===== config.mk =====
export PLATFORM = sky130hd
export DESIGN_NAME = vga_timing_gen
export DESIGN_NICKNAME = d
export VERILOG_FILES = /design/src/rtl/vga_pkg.sv /design/src/rtl/vga_timing_gen_pixel_tick_gen.sv /design/src/rtl/vga_timing_gen.sv
export SDC_FILE = /design/constraint.sdc
export NUM_CORES = 1
export LEC_CHECK = 0
export BUFFER_PORTS_ARGS = -buffer_cell sky130_fd_sc_hd__buf_2
export CORE_UTILIZATION = 45
export CTS_BUF_LIST = sky130_fd_sc_hd__clkbuf_8
export DETAILED_ROUTE_END_ITERATION = 8
export MAX_ROUTING_LAYER = met4
export PLACE_DENSITY = 0.65
export REMOVE_ABC_BUFFERS = 1
export SYNTH_ARGS = -nofsm -noshare
export SYNTH_HDL_FRONTEND = slang
export SYNTH_SLANG_ARGS = --single-unit

===== constraint.sdc =====
create_clock -name clk -period 4.8 [get_ports clk]
set_input_delay 0.96 -clock clk [delete_from_list [all_inputs] [get_ports clk]]
set_output_delay 0.96 -clock clk [all_outputs]
set_load 0.02 [all_outputs]

===== src/rtl/vga_pkg.sv =====
// vga_pkg: shared 640x480@60 timing constants and screen bounds for the video path
package vga_pkg;
    localparam int COORD_W = 10;
    localparam int VGA_H_ACTIVE = 640;
    localparam int VGA_H_FP = 16;
    localparam int VGA_H_SYNC = 96;
    localparam int VGA_H_BP = 48;
    localparam int VGA_V_ACTIVE = 480;
    localparam int VGA_V_FP = 10;
    localparam int VGA_V_SYNC = 2;
    localparam int VGA_V_BP = 33;
    localparam int VGA_H_TOTAL = VGA_H_ACTIVE + VGA_H_FP + VGA_H_SYNC + VGA_H_BP;
    localparam int VGA_V_TOTAL = VGA_V_ACTIVE + VGA_V_FP + VGA_V_SYNC + VGA_V_BP;
endpackage


===== src/rtl/vga_timing_gen_pixel_tick_gen.sv =====
// pixel_tick_gen: divides the board clock down to a one-clk pixel strobe
module pixel_tick_gen #(
    parameter int CLK_DIV = 4
) (
    input  logic clk,
    input  logic rst_n,
    output logic pixel_tick
);
    localparam logic [3:0] DIV_LAST = 4'(CLK_DIV - 1);
    logic [3:0] div;
    logic [3:0] div_next;
    assign div_next = (div == DIV_LAST) ? 4'd0 : div + 4'd1;
    // Strobe is registered from div_next so it is low in reset even when CLK_DIV=1
    always_ff @(posedge clk or negedge rst_n) begin
        if (!rst_n) begin
            div <= 4'd0;
            pixel_tick <= 1'b0;
        end else begin
            div <= div_next;
            pixel_tick <= (div_next == DIV_LAST);
        end
    end
endmodule


===== src/rtl/vga_timing_gen.sv =====
// vga_timing_gen: h/v counters, sync and video_on decode for VGA timing
module vga_timing_gen
    import vga_pkg::*;
#(
    parameter int CLK_DIV = 4,
    parameter int H_ACTIVE = VGA_H_ACTIVE,
    parameter int H_FP = VGA_H_FP,
    parameter int H_SYNC = VGA_H_SYNC,
    parameter int H_BP = VGA_H_BP,
    parameter int V_ACTIVE = VGA_V_ACTIVE,
    parameter int V_FP = VGA_V_FP,
    parameter int V_SYNC = VGA_V_SYNC,
    parameter int V_BP = VGA_V_BP
) (
    input  logic               clk,
    input  logic               rst_n,
    output logic [COORD_W-1:0] x,
    output logic [COORD_W-1:0] y,
    output logic               video_on,
    output logic               hsync,
    output logic               vsync,
    output logic               pixel_tick,
    output logic               frame_start,
    output logic [7:0]         frame_count
);
    localparam logic [COORD_W-1:0] H_LAST = COORD_W'(H_ACTIVE + H_FP + H_SYNC + H_BP - 1);
    localparam logic [COORD_W-1:0] V_LAST = COORD_W'(V_ACTIVE + V_FP + V_SYNC + V_BP - 1);
    localparam logic [COORD_W-1:0] H_ACT = COORD_W'(H_ACTIVE);
    localparam logic [COORD_W-1:0] V_ACT = COORD_W'(V_ACTIVE);
    localparam logic [COORD_W-1:0] HS_START = COORD_W'(H_ACTIVE + H_FP);
    localparam logic [COORD_W-1:0] HS_END = COORD_W'(H_ACTIVE + H_FP + H_SYNC);
    localparam logic [COORD_W-1:0] VS_START = COORD_W'(V_ACTIVE + V_FP);
    localparam logic [COORD_W-1:0] VS_END = COORD_W'(V_ACTIVE + V_FP + V_SYNC);

    logic [COORD_W-1:0] x_next;
    logic [COORD_W-1:0] y_next;
    logic h_wrap;
    logic v_wrap;
    logic frame_wrap;

    pixel_tick_gen #(.CLK_DIV(CLK_DIV)) u_tick (
        .clk(clk),
        .rst_n(rst_n),
        .pixel_tick(pixel_tick)
    );

    assign h_wrap = (x == H_LAST);
    assign v_wrap = (y == V_LAST);
    assign frame_wrap = pixel_tick && h_wrap && v_wrap;
    assign x_next = pixel_tick ? (h_wrap ? '0 : x + 1'b1) : x;
    assign y_next = (pixel_tick && h_wrap) ? (v_wrap ? '0 : y + 1'b1) : y;

    // Decode from next-state counts so the qualifiers line up with the x/y they describe
    always_ff @(posedge clk or negedge rst_n) begin
        if (!rst_n) begin
            x <= '0;
            y <= '0;
            video_on <= 1'b1;
            hsync <= 1'b1;
            vsync <= 1'b1;
            frame_start <= 1'b0;
            frame_count <= 8'd0;
        end else begin
            x <= x_next;
            y <= y_next;
            video_on <= (x_next < H_ACT) && (y_next < V_ACT);
            hsync <= !((x_next >= HS_START) && (x_next < HS_END));
            vsync <= !((y_next >= VS_START) && (y_next < VS_END));
            frame_start <= frame_wrap;
            if (frame_wrap) frame_count <= frame_count + 8'd1;
        end
    end
endmodule


==> results of run 1 <==
==> placed cells by master, fill, tap and decap left out, types with 5 or more instances in the layout <==
cell and n:
nand2_1 17, inv_1 11, buf_2 34, xnor2_1 14, clkbuf_8 5, o21ai_0 11
ha_1 6, nor2_1 8, nand3_1 10, nand4_1 12, dfrtp_1 34, or3_1 5
==> through the flow <==
stage          hold slack (ns)  util, %  instances  worst slack (ns)
2_1_floorplan            0.447        -        176              2.27
3_3_place_gp             0.461     51.6        261              2.40
3_5_place_dp             0.471     51.6        261              2.35
4_1_cts                  0.484     53.7        269              2.35
5_1_grt                  0.511     53.7        269              2.21
6_report                 0.476     53.7        269              2.35
==> area by class of cell <==
class                           count  area (sq um)
Clock buffer                        5          68.8
Clock inverter                      3          17.5
Fill cell                         371          1850
Inverter                           11          41.3
Multi-Input combinational cell    128           852
Sequential cell                    37           930
Tap cell                           50          62.6
Timing Repair Buffer               35           178
==> power by group <==
group / switching [mW] / internal, mW
sequential: 0 / 0.312
combinational: 0.00563 / 0.000293
clock: 0.110 / 0.100
total: 0.116 / 0.412
==> path summary, 6_finish.rpt <==
kind                                 from        endpoint  slack, ns  depth (start not counted)
max                                  x[7]  frame_count[5]       2.35                          6
min                        frame_count[7]  frame_count[7]       0.48                          1
max reg2reg                          x[7]  frame_count[5]       2.35                          6
min reg2reg                frame_count[7]  frame_count[7]       0.48                          1
max in group asynchronous           rst_n            x[7]       3.54                          1
min in group asynchronous           rst_n            y[3]       0.75                          1
==> registers in the layout (all words and copies together) (netlist names) <==
register,count
u_tick.div,4
u_tick.pixel_tick,1
y,10
frame_start,1
video_on,1
x,10
hsync,1
frame_count,8
vsync,1
==> layer usage <==
layer	GRT usage, %	part of all wire (%)	vias up
met5	-	0	-
met4	5.05	1.1	0
met3	5.17	4.0	5
met2	29.1	48	29
met1	25.0	47	707
li1	-	-	726
==> worst reg2reg max path, cell delays in order, from the launching register on <==
cell     delay, ns
dfrtp_1       0.43
or4b_4        0.57
nor3_1        0.53
buf_4         0.27
and4_1        0.28
nand4_1       0.13
xnor2_1       0.14
==> kinds of logic after synthesis <==
family / count (synthesis)
compound gates: 27
xor+xnor: 18
fa+ha+maj: 6
buf+inv: 21
flops: 37
mux: 3
simple gates: 74
==> summary.md, run 1 <==
| Metric | Value |
|---|---|
| Outcome | completed |
| Largest net degree at the start of global routing | 38 |
| Setup violators final | 0 |
| Clk buf depth | 2 |
| CTS root buf | clkbuf_8 |
| Family with the most delay on the worst path | simple AND/OR/NAND/NOR gates |
| Max FO, Critical Path | 9 |
| Crit share post-route | 51.1% |
| Post-CTS Hold Buffers | 0 |
| Power Total | 0.528 mW |
| CP Cell Sequence | or4b_4 > nor3_1 > buf_4 > and4_1 > nand4_1 > xnor2_1 |
| Async SR Flop Fraction | 100% |
| Layout area overhead | 15.3% |
| Via/cell ratio | 5.45 |
| Top FF cell, synth | dfrtp_1 |
| Wire length per cell | 13.9 um |
| Ys Warns | 0 |
| Crit path DAT | 2.63 ns |
| Detailed Place HPWL | 2720 um |
| Port bufs | 34 |
| Syn_area_per_cell | 10.0 sq um |
| Die Wd | 66.4 um |
| Tightest Pin Transition | 0.793 ns |
| Leading area contributor after synthesis | dfrtp_1 |
| Worst-path clk slew | 0.08 ns |
| Grt ovf | 0 |
| Die ar. | 0.00440 sq mm |
| Max Slew Vio Count | 0 |
| TritonRoute pass-1 iters | 6 |
| Antenna cells | 0 |
| RSZ-0062 raised after global routing | no |
| Vias after detailed routing | 1467 |
| Hold WC Path Type | reg2reg |
| Largest family of logic cells by synthesized area | simple AND/OR/NAND/NOR gates |
| Top post-synthesis cells by area | dfrtp_1 (46%), xnor2_1 (6.6%), dfstp_2 (4.2%), ha_1 (4.0%), nand4_1 (4.0%) |
| Post-synth EDFFs | 0 |
| Crit end category | flop |
| Initial antenna violation count | 0 |
| Sink Count | 37 |
| Global Route Usage Sum | 19.1% |
| Top-count cell post-synth | dfrtp_1 |
| CP startpoint kind | flop |
| Total negative setup slack | 0 ns |
| Synth Area in Compound Gates | 9.13% |
| Clk_lat worst skew | 0.29 ns |
| Core Rows | 23 |
| Xor-xnor portion of the synthesized cell area | 8.46% |
| PD cells | 246 mW/mm^2 |
| Post-synth top cells | dfrtp_1 (34), nand2_1 (17), xnor2_1 (14), nand4_1 (12) |
| Die height | 66.4 um |
| Finished layout cell area | 0.00215 sq mm |
| Pleak | 0.999 nW |
| Max VDD drop | 0.000149 V |
| Layout cell share with drive strength beyond 1 | 22.8% |
| Initial Util | 46.6% |
| Crit path time final | 2.45 ns |
| Adder-cell share of the synthesized area | 4.03% |
| Yosys top cell area share | 45.6% |
| First-pass GRT wire length | 6130 um |
| # Max-Cap Violations | 0 |
| Drt initial violations | 116 |
| Post-synthesis mux area share | 1.68% |
| Area share of and/or/nand/nor cells after synthesis | 22.4% |
| #FFs+latches synth | 37 |
| I/O pins | 35 |
| H-tree Lvls | 2 |
| Post-synthesis cell area | 0.00186 sq mm |
| Post-route DRC | 0 |
| WP buf/inv | 1 |
| Total CTS buffers | 5 |
| Clk_skew | 0.00683 ns |
| CTS resizes | 0 |
| CP Class | reg2reg |
| Core Region | 0.00400 sq mm |
| Slew headroom | 47.1% |
| Fin nets | 226 |
| Drt total wl | 3730 um |
| CTS tree | built |
| Antenna viol nets, final | 0 |
| Crit-path slowest cell | or4b_4 |
| GP Congestion | 0.817 |
| Post-synthesis sequential area ratio | 49.9% |
| # Post-CTS Setup Buffers | 0 |
| Vias in the first global route | 1327 |
| Hold Vio Cnt, Final | 0 |
| Yosys cell types | 39 |
| Req. time, crit path | 4.98 ns |
| Post-Syn Instances | 186 |
| Worst path max stage delay | 0.57 ns |
| Post-DP Area | 0.00206 sq mm |
| Max Freq | 407 MHz |
(Power assumes the default switching activity.)
==> run 2: changes to the inputs <==
- clock period: 4.8 -> 2.5 ns (I/O delays scaled with it)
==> summary.md, run 2 (synthesized netlist as in run 1, its figures left out) <==
| Metric | Value |
|---|---|
| Outcome | completed |
| Clk_lat worst skew | 0.29 ns |
| Layout area overhead | 19.9% |
| CTS resizes | 0 |
| CTS root buf | clkbuf_8 |
| Met2 wire len | 1740 um |
| GP Congestion | 0.794 |
| Met1 WL | 1730 um |
| Max Freq | 444 MHz |
| CP Depth | 5 |
| Total CTS buffers | 5 |
| Die Wd | 66.4 um |
| Largest net degree at the start of global routing | 38 |
| Antenna cells | 0 |
| Fin nets | 231 |
| Crit share post-route | 90.2% |
| Port bufs | 34 |
| Core Region | 0.00400 sq mm |
| Fillers | 359 |
| Switching part of the total | 18.3% |
| Gate power share | 0.9% |
| Post-CTS Hold Buffers | 0 |
| Setup violators final | 0 |
| CP Class | reg2reg |
| Initial Util | 46.6% |
| Vias after detailed routing | 1485 |
| PD cells | 545 mW/mm^2 |
| H-tree Lvls | 2 |
| DR top layer | met4 |
| Met3 WL | 111 um |
| Crit-path slowest cell | or4b_4 |
| RSZ-0062 raised after global routing | no |
| Vias in the first global route | 1359 |
| CP Cell Sequence | or4b_4 > or3_1 > o31a_1 > a31o_1 > and3b_1 |
| Crit end category | flop |
| # Post-CTS Setup Buffers | 0 |
| Die height | 66.4 um |
| Via/cell ratio | 5.42 |
| Family with the most delay on the worst path | simple AND/OR/NAND/NOR gates |
| Worst-path clk slew | 0.07 ns |
| Post-route DRC | 0 |
| Clk_skew | 0.00386 ns |
| TritonRoute pass-1 iters | 5 |
| Initial antenna violation count | 0 |
| Hold WC Path Type | in2async |
| # Max-Cap Violations | 0 |
| Max FO, Critical Path | 7 |
| Power Total | 1.22 mW |
| Clock share of power | 49.9% |
| Hold Vio Cnt, Final | 0 |
| Grt ovf | 0 |
| Detailed Place HPWL | 2640 um |
| Req. time, crit path | 2.72 ns |
| Drt total wl | 3650 um |
| First-pass GRT wire length | 6110 um |
| Clk buf depth | 2 |
| CTS tree | built |
| Die ar. | 0.00440 sq mm |
| Core Rows | 23 |
| Biggest regs | x: 10 flops, y: 10 flops, frame_count: 8 flops |
| Int Pwr | 0.995 mW |
| I/O pins | 35 |
| RR Startpoint | x[7] |
| Max Slew Vio Count | 0 |
| Worst path max stage delay | 0.57 ns |
| Setup ws final | 0.245 ns |
| Sw Pwr | 0.222 mW |
| Drt initial violations | 112 |
| CP startpoint kind | flop |
| Antenna viol nets, final | 0 |
| Layout cell share with drive strength beyond 1 | 24.6% |
| Pre-CTS worst setup slack | 0.264 ns |
| Global Route Usage Sum | 19.0% |
| Crit path DAT | 2.48 ns |
| R2r setup slk | 0.25 ns |
| R2R cell count | 5 |
| Wire length per cell | 13.3 um |
| Most frequent cells in the layout | dfrtp_1 (34), buf_2 (34), nand2_1 (17), xnor2_1 (14), nand4_1 (12) |
| Crit path time final | 2.25 ns |
| R2R Path End | video_on |
| Part of the power in registers | 49.2% |
| WP buf/inv | 0 |
| Max VDD drop | 0.000343 V |
| Slew headroom | 47.7% |
| Sink Count | 37 |
| Pleak | 1.05 nW |
| Tightest Pin Transition | 0.785 ns |
run 2: power groups by stage:
stage / registers (mW) / logic [mW] / clock network, mW
after floorplan: 0.610 / 0.000000285 / 0
final: 0.598 / 0.0112 / 0.608
after global routing: 0.598 / 0.0143 / 0.640
after global placement: 0.610 / 0.0125 / 0
after CTS: 0.598 / 0.0127 / 0.622
after detailed placement: 0.610 / 0.0127 / 0
run 2: how the worst max path moves through the flow:
stage,start,slack [ns],end
floorplan,x[7],-0.03,frame_count[5]
global placement,x[7],0.29,video_on
detailed placement,x[7],0.26,video_on
CTS,x[7],0.25,video_on
global route,x[6],0.14,vsync
finish,x[7],0.25,video_on
run 2: per-stage QoR:
step / area, sq um / TNS (ns) / hold slack, ns / instances / util (%)
final: 2230 / 0 / 0.290 / 274 / 55.9
after global routing: 2230 / 0 / 0.375 / 274 / 55.9
after CTS: 2230 / 0 / 0.327 / 274 / 55.9
after detailed placement: 2100 / 0 / 0.458 / 266 / 52.5
after global placement: 2100 / 0 / 0.456 / 266 / 52.5
after floorplan: 1820 / -0.0638 / 0.204 / 176 / -
run 2: cell type report:
type                    instances  area [sq um]  area share [%]
repair buffers                 40           215            9.63
clock inverters                 3          65.1            2.91
clock buffers                   5          68.8            3.08
multi-input cells             128           852            38.1
flip-flops and latches         37           930            41.6
inverters                      11          41.3            1.85
well taps                      50          62.6            2.80
run 2: layer usage:
layer	global-route usage, %	up-vias
met1	23.6	714
met3	3.28	7
met2	30.5	29
met4	8.51	0
li1	-	735
met5	-	-
==> run 3: changes to the inputs <==
- ABC_AREA: default -> 1
- CTS_CLUSTER_SIZE: default -> 28
- PLACE_DENSITY: 0.65 -> 0.64
==> summary.md, run 3 <==
| Metric | Value |
|---|---|
| Outcome | completed |
| Post-synthesis sequential area ratio | 42.4% |
| Fillers | 461 |
| Antenna cells | 0 |
| #FFs+latches synth | 37 |
| Max Freq | 522 MHz |
| Largest net degree at the start of global routing | 38 |
| Max VDD drop | 0.000282 V |
| Yosys top cell area share | 38.8% |
| Setup violators final | 0 |
| Post-synth top cells | nand2_1 (83), inv_1 (45), nor2_1 (35), dfrtp_1 (34), nand3_1 (23) |
| Ys Warns | 0 |
| Vias after detailed routing | 1793 |
| Leading area contributor after synthesis | dfrtp_1 |
| Yosys cell types | 31 |
| TritonRoute pass-1 iters | 4 |
| Post-DP Area | 0.00237 sq mm |
| Finished layout cell area | 0.00245 sq mm |
| Global Route Usage Sum | 19.5% |
| Initial antenna violation count | 0 |
| Crit share post-route | 76.6% |
| Switching part of the total | 21.9% |
| Post-synth EDFFs | 0 |
| Pre-CTS worst setup slack | 0.608 ns |
| Most frequent cells in the layout | nand2_1 (83), inv_1 (48), nor2_1 (35), dfrtp_1 (34), buf_2 (34) |
| Hold Vio Cnt, Final | 0 |
| Die Wd | 71.8 um |
| Initial Util | 46.7% |
| CP startpoint kind | flop |
| Post-route DRC | 0 |
| Sw Pwr | 0.220 mW |
| Fin cells | 377 |
| Antenna viol nets, final | 0 |
| Async SR Flop Fraction | 100% |
| Biggest regs | x: 10 flops, y: 10 flops, frame_count: 8 flops |
| GP Congestion | 0.811 |
| Wire length per cell | 11.4 um |
| Grt ovf | 0 |
| Placed cell count | 369 |
| Sink Count | 37 |
| CTS root buf | clkbuf_8 |
| Gate power share | 1.1% |
| Setup ws final | 0.586 ns |
| Clk_lat worst skew | 0.29 ns |
| Power Total | 1.01 mW |
| Crit path time final | 1.91 ns |
| Port bufs | 34 |
| CP Class | reg2reg |
| PD cells | 410 mW/mm^2 |
| Core Rows | 25 |
| Vias in the first global route | 1684 |
| Req. time, crit path | 2.68 ns |
| Part of the power in registers | 59.5% |
| Clock share of power | 39.3% |
| RSZ-0062 raised after global routing | no |
| Pleak | 1.39 nW |
| Sequential Area | 930 sq um |
| Drt total wl | 4320 um |
| Total negative setup slack | 0 ns |
| Detailed Place HPWL | 3210 um |
| Clk_skew | 0.00474 ns |
| Total CTS buffers | 5 |
| Most common cell after layout, fill and taps aside | nand2_1 |
| Drt initial violations | 164 |
| R2r setup slk | 0.59 ns |
| Multi-input gate area | 0.00102 sq mm |
| Top FF cell, synth | dfrtp_1 |
| Crit end category | flop |
| Crit path DAT | 2.10 ns |
| Slew headroom | 46.6% |
| Tightest Pin Transition | 0.801 ns |
| Layout area overhead | 11.6% |
| CTS resizes | 0 |
| I/O pins | 35 |
| CTS tree | built |
| Post-Syn Instances | 287 |
| Die ar. | 0.00516 sq mm |
| Layout cell share with drive strength beyond 1 | 20.7% |
| Post-CTS Hold Buffers | 0 |
| Die height | 71.8 um |
| Worst-path clk slew | 0.07 ns |
| Final hold slack | 0.288 ns |
| Int Pwr | 0.785 mW |
| # Max-Cap Violations | 0 |
| H-tree Lvls | 2 |
| Max Slew Vio Count | 0 |
| Top post-synthesis cells by area | dfrtp_1 (39%), nand2_1 (14%), inv_1 (7.7%), nor2_1 (6.0%), nand3_1 (5.2%) |
| Via/cell ratio | 4.76 |
| Post-layout util | 52.2% |
| Fin nets | 330 |
| First-pass GRT wire length | 7480 um |
| Clk buf depth | 2 |
| Core Region | 0.00469 sq mm |
| Top-count cell post-synth | nand2_1 |
| Max FO, Critical Path | 21 |
| # Post-CTS Setup Buffers | 0 |
| Post-synthesis cell area | 0.00219 sq mm |
| Syn_area_per_cell | 7.64 sq um |
| Hold WC Path Type | in2async |
==> run 3: layout make-up <==
| cell class | instances | share of cell area (%) |
|---|---|---|
| tap | 54 | 2.76 |
| timing repair buffer | 34 | 6.95 |
| clock buffer | 5 | 2.81 |
| clock inverter | 3 | 0.460 |
| sequential | 37 | 38.0 |
| inverter | 48 | 7.36 |
| multi-input combinational | 196 | 41.7 |
==> run 3: worst max-delay path: stages (launching register included) <==
cell	delay, ns
dfrtp_1	0.41
ha_1	0.19
nand2_1	0.12
nor2_4	0.13
inv_2	0.07
nor2_8	0.35
nand2_4	0.15
nor2_4	0.13
nand2_2	0.08
o21ai_1	0.12
nand2_1	0.06
==> run 3: path summary, 6_finish.rpt <==
| path | startpoint | end | cells past startpoint |
|---|---|---|---|
| max in group asynchronous | rst_n | frame_count[2] | 1 |
| worst max-delay path | x[0] | frame_count[7] | 10 |
| worst min register to register | u_tick.div[0] | u_tick.div[0] | 1 |
| min in group clk | u_tick.div[0] | u_tick.div[0] | 1 |
| worst min-delay path | rst_n | y[7] | 1 |
| worst max register to register | x[0] | frame_count[7] | 10 |
==> run 3: power groups by stage <==
stage	logic, mW	clock network [mW]	registers [mW]
2_1_floorplan	0.000000669	0	0.610
3_3_place_gp	0.0130	0	0.610
3_5_place_dp	0.0133	0	0.610
4_1_cts	0.0130	0.398	0.598
5_1_grt	0.0146	0.416	0.598
6_report	0.0115	0.395	0.599
==> run 3: cells by family (layout without fill, tap and decap cells) <==
kind of cell / count (synthesis) / in the layout / synth area share [%]
fa+ha+maj: 6 / 6 / 3.42
xor+xnor: 10 / 10 / 3.99
buf+inv: 54 / 90 / 11.1
simple gates: 171 / 171 / 36.5
compound gates: 9 / 9 / 2.62
flops: 37 / 37 / 42.4
==> run 3: per-layer routing <==
layer	part of all wire [%]	vias to the layer above	GRT usage (%)
li1	-	943	-
met1	50	795	26.0
met2	44	47	29.6
met3	4.3	8	3.80
met4	1.9	0	6.97
met5	0	-	-
